--- src/rtl/pkg_arbiter_rr_pkg.sv ---
// Shared types and helpers for the round-robin packet arbiter.
package pkg_arbiter_rr_pkg;

  // Arbiter state: no grant, or a grant locked for the duration of a packet.
  typedef enum logic [0:0] {
    ARB_IDLE = 1'b0,
    ARB_LOCK = 1'b1
  } arb_state_e;

  // Beats a packet may last before the watchdog forces a release.
  localparam int DEFAULT_MAX_BEATS = 64;

  // Index after idx, wrapping back to zero at n.
  function automatic int wrap_inc(input int idx, input int n);
    int nxt;
    nxt = idx + 1;
    if (nxt >= n) begin
      nxt = 0;
    end else begin
      nxt = idx + 1;
    end
    return nxt;
  endfunction

endpackage

--- src/rtl/pkg_arbiter_rr_if.sv ---
// Request/grant bundle between the packet sources and the arbiter.
interface pkg_arbiter_rr_if #(
  parameter int N   = 5,
  parameter int IDW = $clog2(N)
);
  logic [N-1:0]   req;
  logic [N-1:0]   eop;
  logic           beat;
  logic           clear;
  logic [N-1:0]   gnt;
  logic           any_gnt;
  logic [IDW-1:0] gnt_id;
  logic           timeout;

  // Side that drives requests and beats and observes the grant.
  modport master (
    output req, eop, beat, clear,
    input  gnt, any_gnt, gnt_id, timeout
  );

  // Arbiter side.
  modport slave (
    input  req, eop, beat, clear,
    output gnt, any_gnt, gnt_id, timeout
  );
endinterface

--- src/rtl/pkg_arbiter_rr_rr_pick.sv ---
// Combinational round-robin pick: the first unexcluded request at or after ptr.
module rr_pick #(
  parameter int N   = 5,
  parameter int IDW = $clog2(N)
) (
  input  logic [N-1:0]   req,
  input  logic [IDW-1:0] ptr,
  input  logic [N-1:0]   excl,
  output logic [N-1:0]   pick,
  output logic [IDW-1:0] idx,
  output logic           found
);

  logic [N-1:0]   masked_s;
  logic [2*N-1:0] dbl_s;
  logic [N-1:0]   rot_s;
  int             off_s;
  int             sum_s;

  // Rotate the masked requests so that ptr lands on bit 0, then priority-encode.
  always_comb begin
    masked_s = req & ~excl;
    dbl_s    = {masked_s, masked_s};
    for (int i = 0; i < N; i++) begin
      rot_s[i] = dbl_s[i + int'(ptr)];
    end
    // Scan from the top down so that the lowest set offset is the one kept.
    off_s = 0;
    for (int i = N - 1; i >= 0; i--) begin
      off_s = rot_s[i] ? i : off_s;
    end
    sum_s = int'(ptr) + off_s;
    if (sum_s >= N) begin
      sum_s = sum_s - N;
    end else begin
      sum_s = int'(ptr) + off_s;
    end
    found = |rot_s;
    idx   = IDW'(sum_s);
    pick  = found ? ({{(N-1){1'b0}}, 1'b1} << sum_s) : {N{1'b0}};
  end

endmodule

--- src/rtl/pkg_arbiter_rr.sv ---
// Round-robin packet arbiter: the grant is held for a whole multi-beat packet,
// handed over back-to-back on release, and force-released by a beat watchdog.
module pkg_arbiter_rr
  import pkg_arbiter_rr_pkg::*;
#(
  parameter int N         = 5,
  parameter int MAX_BEATS = DEFAULT_MAX_BEATS,
  parameter int IDW       = $clog2(N),
  parameter int CW        = $clog2(MAX_BEATS + 1)
) (
  input logic             clk,
  input logic             rst,
  pkg_arbiter_rr_if.slave bus
);

  // With the watchdog disabled CW collapses to 0; keep at least one bit.
  localparam int CNT_W = (CW < 1) ? 1 : CW;

  arb_state_e     state_q, state_d;
  logic [N-1:0]   gnt_q, gnt_d;
  logic           any_gnt_q, any_gnt_d;
  logic [IDW-1:0] gnt_id_q, gnt_id_d;
  logic           timeout_q, timeout_d;
  logic [IDW-1:0] ptr_q, ptr_d;
  logic [CNT_W-1:0] cnt_q, cnt_d;

  logic           own_req_s;
  logic           own_eop_s;
  logic           fin_s;
  logic           wdog_s;
  logic           release_s;
  logic [IDW-1:0] next_ptr_s;
  logic [IDW-1:0] pick_ptr_s;
  logic [N-1:0]   excl_s;
  logic [N-1:0]   pick_s;
  logic [IDW-1:0] pick_idx_s;
  logic           pick_found_s;

  // Release conditions of the current owner and the operands for the next pick.
  always_comb begin
    // gnt_q is one-hot in LOCK, so masking selects the owner's own bits.
    own_req_s = |(bus.req & gnt_q);
    own_eop_s = |(bus.eop & gnt_q);
    if (state_q == ARB_LOCK) begin
      fin_s = bus.beat & own_eop_s;
      if (MAX_BEATS != 0) begin
        // Only without eop: a packet ending on its last allowed beat is normal.
        wdog_s = bus.beat & ~own_eop_s & (int'(cnt_q) == MAX_BEATS - 1);
      end else begin
        wdog_s = 1'b0;
      end
      release_s = fin_s | wdog_s | ~own_req_s;
      excl_s    = gnt_q;
    end else begin
      fin_s     = 1'b0;
      wdog_s    = 1'b0;
      release_s = 1'b0;
      excl_s    = {N{1'b0}};
    end
    next_ptr_s = IDW'(wrap_inc(int'(gnt_id_q), N));
    // On release the new pick already starts after the releasing requester.
    pick_ptr_s = release_s ? next_ptr_s : ptr_q;
  end

  rr_pick #(
    .N   (N),
    .IDW (IDW)
  ) u_pick (
    .req   (bus.req),
    .ptr   (pick_ptr_s),
    .excl  (excl_s),
    .pick  (pick_s),
    .idx   (pick_idx_s),
    .found (pick_found_s)
  );

  // Next-state logic; clear overrides everything else.
  always_comb begin
    state_d = state_q;
    if (bus.clear) begin
      state_d = ARB_IDLE;
    end else begin
      case (state_q)
        ARB_IDLE: begin
          if (pick_found_s) begin
            state_d = ARB_LOCK;
          end else begin
            state_d = ARB_IDLE;
          end
        end
        ARB_LOCK: begin
          if (release_s && !pick_found_s) begin
            state_d = ARB_IDLE;
          end else begin
            state_d = ARB_LOCK;
          end
        end
        default: state_d = ARB_IDLE;
      endcase
    end
  end

  // Grant, pointer, beat counter and timeout for the next cycle.
  always_comb begin
    gnt_d     = gnt_q;
    gnt_id_d  = gnt_id_q;
    ptr_d     = ptr_q;
    cnt_d     = cnt_q;
    timeout_d = 1'b0;
    if (bus.clear) begin
      // Abort wins over a coinciding release, so ptr is left alone.
      gnt_d = {N{1'b0}};
      cnt_d = {CNT_W{1'b0}};
    end else begin
      case (state_q)
        ARB_IDLE: begin
          if (pick_found_s) begin
            gnt_d    = pick_s;
            gnt_id_d = pick_idx_s;
            cnt_d    = {CNT_W{1'b0}};
          end else begin
            gnt_d = {N{1'b0}};
          end
        end
        ARB_LOCK: begin
          if (release_s) begin
            ptr_d     = next_ptr_s;
            cnt_d     = {CNT_W{1'b0}};
            timeout_d = wdog_s;
            if (pick_found_s) begin
              gnt_d    = pick_s;
              gnt_id_d = pick_idx_s;
            end else begin
              gnt_d = {N{1'b0}};
            end
          end else if (bus.beat && (int'(cnt_q) < MAX_BEATS)) begin
            cnt_d = cnt_q + {{(CNT_W-1){1'b0}}, 1'b1};
          end else begin
            cnt_d = cnt_q;
          end
        end
        default: begin
          gnt_d = {N{1'b0}};
          cnt_d = {CNT_W{1'b0}};
        end
      endcase
    end
    any_gnt_d = |gnt_d;
  end

  // State register.
  always_ff @(posedge clk or negedge rst) begin
    if (!rst) begin
      state_q <= ARB_IDLE;
    end else begin
      state_q <= state_d;
    end
  end

  // Output, pointer and counter registers.
  always_ff @(posedge clk or negedge rst) begin
    if (!rst) begin
      gnt_q     <= {N{1'b0}};
      any_gnt_q <= 1'b0;
      gnt_id_q  <= {IDW{1'b0}};
      timeout_q <= 1'b0;
      ptr_q     <= {IDW{1'b0}};
      cnt_q     <= {CNT_W{1'b0}};
    end else begin
      gnt_q     <= gnt_d;
      any_gnt_q <= any_gnt_d;
      gnt_id_q  <= gnt_id_d;
      timeout_q <= timeout_d;
      ptr_q     <= ptr_d;
      cnt_q     <= cnt_d;
    end
  end

  assign bus.gnt     = gnt_q;
  assign bus.any_gnt = any_gnt_q;
  assign bus.gnt_id  = gnt_id_q;
  assign bus.timeout = timeout_q;

endmodule
--- src/flat_wrapper.sv ---
// flat-port wrapper written by rule: the top's interface ports become plain ports
module pkg_arbiter_rr_flat import pkg_arbiter_rr_pkg::*;
#(
  parameter int N         = 5,
  parameter int MAX_BEATS = DEFAULT_MAX_BEATS,
  parameter int IDW       = $clog2(N),
  parameter int CW        = $clog2(MAX_BEATS + 1)
)
  (clk, rst, bus_req, bus_eop, bus_beat, bus_clear, bus_gnt, bus_any_gnt, bus_gnt_id, bus_timeout);
  pkg_arbiter_rr_if #(.N(N), .IDW(IDW)) bus_i ();
  input logic clk;
  input logic rst;
  input wire logic [$bits(bus_i.req)-1:0] bus_req;
  input wire logic [$bits(bus_i.eop)-1:0] bus_eop;
  input wire logic [$bits(bus_i.beat)-1:0] bus_beat;
  input wire logic [$bits(bus_i.clear)-1:0] bus_clear;
  output wire logic [$bits(bus_i.gnt)-1:0] bus_gnt;
  output wire logic [$bits(bus_i.any_gnt)-1:0] bus_any_gnt;
  output wire logic [$bits(bus_i.gnt_id)-1:0] bus_gnt_id;
  output wire logic [$bits(bus_i.timeout)-1:0] bus_timeout;
  assign bus_i.req = bus_req;
  assign bus_i.eop = bus_eop;
  assign bus_i.beat = bus_beat;
  assign bus_i.clear = bus_clear;
  assign bus_gnt = bus_i.gnt;
  assign bus_any_gnt = bus_i.any_gnt;
  assign bus_gnt_id = bus_i.gnt_id;
  assign bus_timeout = bus_i.timeout;
  pkg_arbiter_rr #(.N(N), .MAX_BEATS(MAX_BEATS), .IDW(IDW), .CW(CW)) u_core (.clk(clk), .rst(rst), .bus(bus_i));
endmodule
--- config.mk ---
export PLATFORM = sky130hd
export DESIGN_NAME = pkg_arbiter_rr_flat
export DESIGN_NICKNAME = d
export VERILOG_FILES = /design/src/rtl/pkg_arbiter_rr_pkg.sv /design/src/rtl/pkg_arbiter_rr_if.sv /design/src/rtl/pkg_arbiter_rr_rr_pick.sv /design/src/rtl/pkg_arbiter_rr.sv /design/src/flat_wrapper.sv
export SDC_FILE = /design/constraint.sdc
export NUM_CORES = 1
export LEC_CHECK = 0
export ABC_CLOCK_PERIOD_IN_PS = 17400
export CORE_MARGIN = 2
export CORE_UTILIZATION = 35
export DETAILED_ROUTE_END_ITERATION = 8
export GPL_ROUTABILITY_DRIVEN = 0
export PLACE_DENSITY = 0.65
export SLEW_MARGIN = 40
export SYNTH_ARGS = -nofsm -noshare
export SYNTH_HDL_FRONTEND = slang
export SYNTH_SLANG_ARGS = --single-unit
--- constraint.sdc ---
create_clock -name clk -period 17.4 [get_ports clk]
set_input_delay 3.48 -clock clk [delete_from_list [all_inputs] [get_ports clk]]
set_output_delay 3.48 -clock clk [all_outputs]
set_load 0.01 [all_outputs]
== After elaboration in Yosys (flattened, before gate mapping) ==
Cells that the tools add are included.
Operators by class
  add/subtract/negate cells: 8
  order comparisons: 8
  equality and inequality tests: 4
  shift-type cells: 1
  muxes and demuxes: 44
  bitwise logic cells: 13
  reduce and logical (&&, ||, !) cells: 10
Operators with widths (count)
  $ge 32x4->1 const B: 1
  $mux 32: 1
  $shl 1x32->5 const A: 1
  $sub 32x4->32 const B: 1
  $mux 7: 4
  $mux 3: 9
  $lt 4x5->1 const B: 4
  $mux 5: 4
  $reduce_or 5->1: 4
  $mux 1: 17
  $bmux 1 s4: 4
  $and 5x5->5: 3
  $pmux 7 s2: 1
  $pmux 5 s2: 1
  $add 2x3->4 const A: 2
  $add 7x1->7 const B: 1
  $eq 7x7->1 const B: 1
  $lt 7x7->1 const B: 1
  $pmux 3 s2: 1
  $reduce_and 2->1: 3
  $lt 3x5->1 const B: 1
  $not 5->5: 1
  $add 1x3->4 const A: 1
  $add 3x1->4 const B: 1
  other kinds (13): 20
Word-level totals
  register bits: 21
  input bits: 14
  output and inout bits: 10
  word-level logic and storage cells: 95

== Longest topological paths before layout ==
  depth in word-level cells: 28
  mapped depth: 28
  mapped depth without buffers: 26

== By module ==
Synthesis repeated with hierarchy kept, for this count alone.
Second synthesis, totals
  cell total of the unflattened synthesis: 233
  area total of the unflattened synthesis: 2155.8 µm²
By module, submodules not included
  pkg_arbiter_rr: instances 1, cells an instance 118, area each 1192.4 µm², sequential area each 525.5 µm²
  rr_pick: instances 1, cells an instance 115, area each 963.4 µm², sequential area each 0.0 µm²

== Worst setup path after synthesis ==
Ideal clock, no wire load.
  path type: input to register
  start point: input bus_eop[2]
  end point: register u_core.any_gnt_q (netlist: u_core.bus.any_gnt)
  library setup time: 0.139 ns
  arrival: 8.861 ns
  data required time: 17.261 ns
  path slack: 8.400 ns
  stages on the path: 24
  cell sequence: a222oi_1 > a21o_1 > nand3_4 > mux2_2 > inv_2 > ha_1 > clkbuf_1 > nor2_1 > a211o_1 > mux2_2 > nor3_1 > o22ai_1 > a31oi_1 > nand2_1 > fa_1 > nand2_1 > or3_1 > a2111oi_1 > nor3_1 > ha_1 > nand2b_1 > a21oi_1 > o21ai_2 > a22oi_1
On the way
  cells in the longest elaborated chain, start to end: 28
  elaborated cells between the ends (all ways): 45
  classes of those cells: add/sub: 6; order compare: 1; shift: 1; mux: 27; bitwise: 7; reduce/logical: 3
RTL lines
  start: declaration: line flat_wrapper.sv:14  | input wire logic [$bits(bus_i.eop)-1:0] bus_eop;
  $and 5x5->5 *: line pkg_arbiter_rr.sv:43  | own_eop_s = |(bus.eop & gnt_q);
  $reduce_or 5->1 *: line pkg_arbiter_rr.sv:43
  $not 1->1: line pkg_arbiter_rr.sv:48  | wdog_s = bus.beat & ~own_eop_s & (int'(cnt_q) == MAX_BEATS - 1);
  $and 1x1->1 (2 in a row): line pkg_arbiter_rr.sv:48
  $mux 1: line pkg_arbiter_rr.sv:44  | if (state_q == ARB_LOCK) begin
  $or 1x1->1 * (2 in a row): line pkg_arbiter_rr.sv:52  | release_s = fin_s | wdog_s | ~own_req_s;
  $mux 1 *: line pkg_arbiter_rr.sv:44
  $mux 3
  [... 11 more ...]
  $mux 32: line pkg_arbiter_rr_rr_pick.sv:33  | if (sum_s >= N) begin
  $shl 1x32->5: line pkg_arbiter_rr_rr_pick.sv:40  | pick = found ? ({{(N-1){1'b0}}, 1'b1} << sum_s) : {N{1'b0}};
  $mux 5: line pkg_arbiter_rr.sv:117, pkg_arbiter_rr.sv:130
  $mux 5: line pkg_arbiter_rr.sv:126  | if (release_s) begin
  $pmux 5 s2 *: line pkg_arbiter_rr.sv:115  | case (state_q)
  $mux 5 *: line pkg_arbiter_rr.sv:110  | if (bus.clear) begin
  $reduce_or 5->1 *: line pkg_arbiter_rr.sv:148  | any_gnt_d = |gnt_d;
  net u_core.any_gnt_d: line pkg_arbiter_rr.sv:21  | logic any_gnt_q, any_gnt_d;
  end signal: assignment: line pkg_arbiter_rr.sv:171  | any_gnt_q <= any_gnt_d;
  end: declaration: line pkg_arbiter_rr.sv:21
The timed path passes the listed nets; every way through them passes the cells marked *. The select of a mux whose other input is x is not followed.
A chain may end at the register's enable or synchronous reset.

== Final worst setup path ==
  start point: input bus_req[3]
  end point: register u_core.any_gnt_q (netlist: u_core.bus.any_gnt)
On the way
  cells in the longest elaborated chain, start to end: 24
  elaborated cells between the ends (all ways): 41
  classes of those cells: add/sub: 6; order compare: 1; shift: 1; mux: 26; bitwise: 4; reduce/logical: 3
RTL lines
  start: declaration: line flat_wrapper.sv:13  | input wire logic [$bits(bus_i.req)-1:0] bus_req;
  $and 5x5->5: line pkg_arbiter_rr.sv:42  | own_req_s = |(bus.req & gnt_q);
  $reduce_or 5->1: line pkg_arbiter_rr.sv:42
  $not 1->1: line pkg_arbiter_rr.sv:52
  $or 1x1->1: line pkg_arbiter_rr.sv:52
  $mux 1: line pkg_arbiter_rr.sv:44
  $mux 3
  $add 3x3->4: line pkg_arbiter_rr_rr_pick.sv:25  | rot_s[i] = dbl_s[i + int'(ptr)];
  $bmux 1 s4: line pkg_arbiter_rr_rr_pick.sv:25
  [... 9 more ...]
  $mux 32: line pkg_arbiter_rr_rr_pick.sv:33
  $shl 1x32->5: line pkg_arbiter_rr_rr_pick.sv:40
  $mux 5: line pkg_arbiter_rr.sv:117, pkg_arbiter_rr.sv:130
  $mux 5: line pkg_arbiter_rr.sv:126
  $pmux 5 s2 *: line pkg_arbiter_rr.sv:115
  $mux 5 *: line pkg_arbiter_rr.sv:110
  $reduce_or 5->1 *: line pkg_arbiter_rr.sv:148
  net u_core.any_gnt_d: line pkg_arbiter_rr.sv:21
Marks and branches as above.

==> results summary <==
The routed via count came out at between 2000 and 2500. The startpoint of the lowest-slack hold path is u_core.cnt_q[1]$_DFFE_PN0P_. The multi-input combinational cell area is roughly 1800 um2. For the final database, setup skew stands at about 0.0029 ns. The final layout net count came out at about 320. By count the netlist is led by nand2_1, dfrtp_1, nor2_1, mux2i_1.

The biggest area contributor in the post-synthesis netlist is dfrtp_1. In this run the worst hold path is classified as reg -> reg. The top flip-flop cell by instance count after synthesis is dfrtp_1. The number of levels the H-tree was split into is 1.

For this configuration, the core starts out at a cell density of 0.355. For the worst setup path, the data required time is approximately 18 ns. The synthesized design contains 0 enable-type register cells.

The die height is between 80 and 90 um. The maximum number of buffers from clock root to sink came out at 2. The post-route non-filler standard cell count is 375.

The post-detailed-route DRC marker count came out at 0. The total of fill cells in the finished design came out at between 600 and 700. The category of the critical setup timing path is in -> reg.

For this run the aggregate overflow at the end of global routing stands at 0. Based on the critical path, the design can be clocked at up to roughly 100 MHz. The post-CTS setup-driven buffer insertion count is 0. Subtracting the final worst setup slack from the clock period gives 9.86 ns. The first-pass GRT wire length came out at between 10000 and 15000 um. The instance count of the mapped netlist is about 280. For the worst setup path, the data arrival time is around 10 ns. The startpoint class of the critical path is an input pin. The antenna violation net count after detailed routing came out at 0. The overall die width is ~86 um.

The reg-to-reg critical path startpoint is u_core.bus.gnt[2]$_DFF_PN0_. Sorting the synthesized cells by area gives the leading types as dfrtp_1, mux2i_1, ha_1. The routed via count divided by cell count came out at ~6. The floorplan has 30 rows. The number of max-slew violations in the final report is 0.

During placement, the flow inserted port buffers numbering 23. The post-layout instance area came out at ~2700 um2. The mean instance size in the synthesized netlist is between 8 and 9 um2. For this run, the detailed router's first-pass iteration total came to 4. In the finished design, the share of the clock period the worst path needs comes to 0.567. The clock reaches the later pin of the worst-skew pair after approximately 0.27 ns. The diode insertion count for antenna repair is 0.

The number of global-route vias before repair is roughly 2300. The initial antenna violation count came out at 0. After detailed placement, the design holds a cell count of between 300 and 400.

In this run the tightest slew margin relative to its limit is 0.535. Setup repair after global routing left no endpoint under its margin. TritonCTS built the clock tree. The number of maximum-capacitance violations came out at 0. In the global route stage, overall resource usage came out at 0.184. The number of cells upsized or downsized after cts is 0.

In this run the worst setup path begins at bus_req[3]. The total of flip-flops plus latches after synthesis came out at 21. The share of Yosys cell area claimed by the top area cell type came out at 0.221. Compared with the post-synthesis result, the final layout area differs by 14.7%. Entering global routing, the biggest net connects 22 pins.

The netlist uses between 60 and 70 different library cells. The final count of negative-setup-slack endpoints is 0. The most repeated cell in the gate-level netlist after synthesis is nand2_1. The run finished with clean final reports. Clock tree synthesis inserted a total of 3 buffers. The fraction of the yosys area taken by sequential cells came out at 0.221. The first routing iteration left approximately 180 violations. The area used by sequential logic in the layout came out at approximately 530 um2. At the pin with the least slew margin, the transition time is just under 0.7 ns. The synthesized netlist occupies a cell area of roughly 2400 um2. For this block, the routed nets add up to 6290 um of wire. The number of ports placed on the die boundary is 24. The sum of negative setup slack is 0 ns. The area of the core region came out at around 6700 um2. The area of the die came out at roughly 7500 um2. The half-perimeter wire length after placement came out at a little under 5000 um. The net count after synthesis is around 300.

The top fanout value on the critical path came out at 13. The clock transition at the register clock pins on the worst setup and hold paths after CTS is around 0.080 ns. The detail-routed net length per standard cell is between 15 and 20 um. The tree is rooted in a clkbuf_8. The cell area after placement is roughly 2700 um2.

After clock tree synthesis, the flow added hold-fix buffers numbering 0. The worst setup path is captured at a flop. The post-synthesis async set-or-reset flop share came out at 1.00. In the final layout, the share of cells above drive strength 1 is 0.122.

CTS saw 21 sinks. The hold violation total from the final report is 0. The number of synthesis warnings came out at 0.
==> sequential cells by signal (all words and copies together), names as in the netlist <==
signal / flops
u_core.cnt_q: 7
u_core.bus.gnt: 5
u_core.bus.gnt_id: 3
u_core.ptr_q: 3
u_core.bus.any_gnt: 1
u_core.bus.timeout: 1
u_core.state_q: 1
==> area by class of cell <==
cell class	instances	share of cell area
multi-input cells	232	0.648
well taps	80	0.0368
clock buffers	3	0.0152
flip-flops and latches	21	0.193
repair buffers	23	0.0828
inverters	15	0.0216
clock inverters	1	0.00276
==> metrics by stage <==
| stage | hold WS, ns | setup WS [ns] | utilization |
|---|---|---|---|
| after floorplan | 0.482 | 8.40 | - |
| after global placement | 0.504 | 7.51 | 0.400 |
| after detailed placement | 0.517 | 7.38 | 0.400 |
| after CTS | 0.535 | 7.59 | 0.407 |
| after global routing | 0.578 | 7.01 | 0.407 |
| final | 0.532 | 7.54 | 0.407 |
==> placed cells by master, fill, tap and decap left out, types with 4 or more instances in the layout <==
master           instances
mux2_2                   6
dfrtp_1                 21
o31ai_2                  4
clkdlybuf4s50_1         22
inv_1                   11
mux2i_1                 15
xnor2_1                  6
ha_1                    11
o21ai_0                 10
nor3_1                   9
a21boi_1                 4
o31ai_1                  4
and3_1                   5
a31oi_1                  5
nand2_1                 27
nor2b_1                  4
a21oi_1                 11
nor2_1                  21
a211o_1                  4
nand2b_1                 4
xor2_1                   6
nand4_1                  4
nand3_1                  6
a22oi_1                  5
==> logic make-up after synthesis <==
logic type,after synthesis,synth area share
AOI/OAI and AO/OA,83,0.267
buffers and inverters,23,0.0380
xor gates and xnor gates,12,0.0443
DFF,21,0.221
and+or+nand+nor,98,0.219
muxes,27,0.144
adders and majority gates,12,0.0664
==> worst paths after layout <==
kind                       cells past startpoint  slack [ns]                          endpoint
max                                           23        7.54      u_core.bus.any_gnt$_DFF_PN0_
min                                            1        0.53       u_core.cnt_q[1]$_DFFE_PN0P_
max reg2reg                                   22       10.65      u_core.bus.any_gnt$_DFF_PN0_
min reg2reg                                    1        0.53       u_core.cnt_q[1]$_DFFE_PN0P_
max in group asynchronous                      1       13.91  u_core.bus.gnt_id[2]$_DFFE_PN0P_
min in group asynchronous                      1        3.16       u_core.cnt_q[0]$_DFFE_PN0P_
==> worst max-delay path: stages <==
cell and delay (ns):
clkdlybuf4s50_1 0.44, a222oi_1 0.47, nand3_1 0.22, nand3_4 0.21
mux2_2 0.43, inv_2 0.18, ha_1 0.46, mux4_2 0.55
or3b_1 0.35, o221ai_1 0.08, o22ai_1 0.14, a31oi_1 0.25
nand2_1 0.14, fa_1 0.71, nand2_1 0.11, or3_1 0.32
a2111oi_1 0.46, nor3_1 0.10, ha_1 0.29, nand2b_1 0.07
a21oi_1 0.05, o21ai_2 0.31, a22oi_1 0.14
==> metal layers <==
| layer | track usage | part of all wire | vias to the layer above |
|---|---|---|---|
| met4 | 0.0824 | 0.040 | 0 |
| li1 | - | - | 1095 |
| met3 | 0.0105 | 0.033 | 21 |
| met2 | 0.293 | 0.46 | 56 |
| met1 | 0.257 | 0.47 | 1084 |
| met5 | 0 | 0 | - |
Power is not shown: default switching activity piles up to over one toggle a cycle in this logic, so the estimate is an artifact.
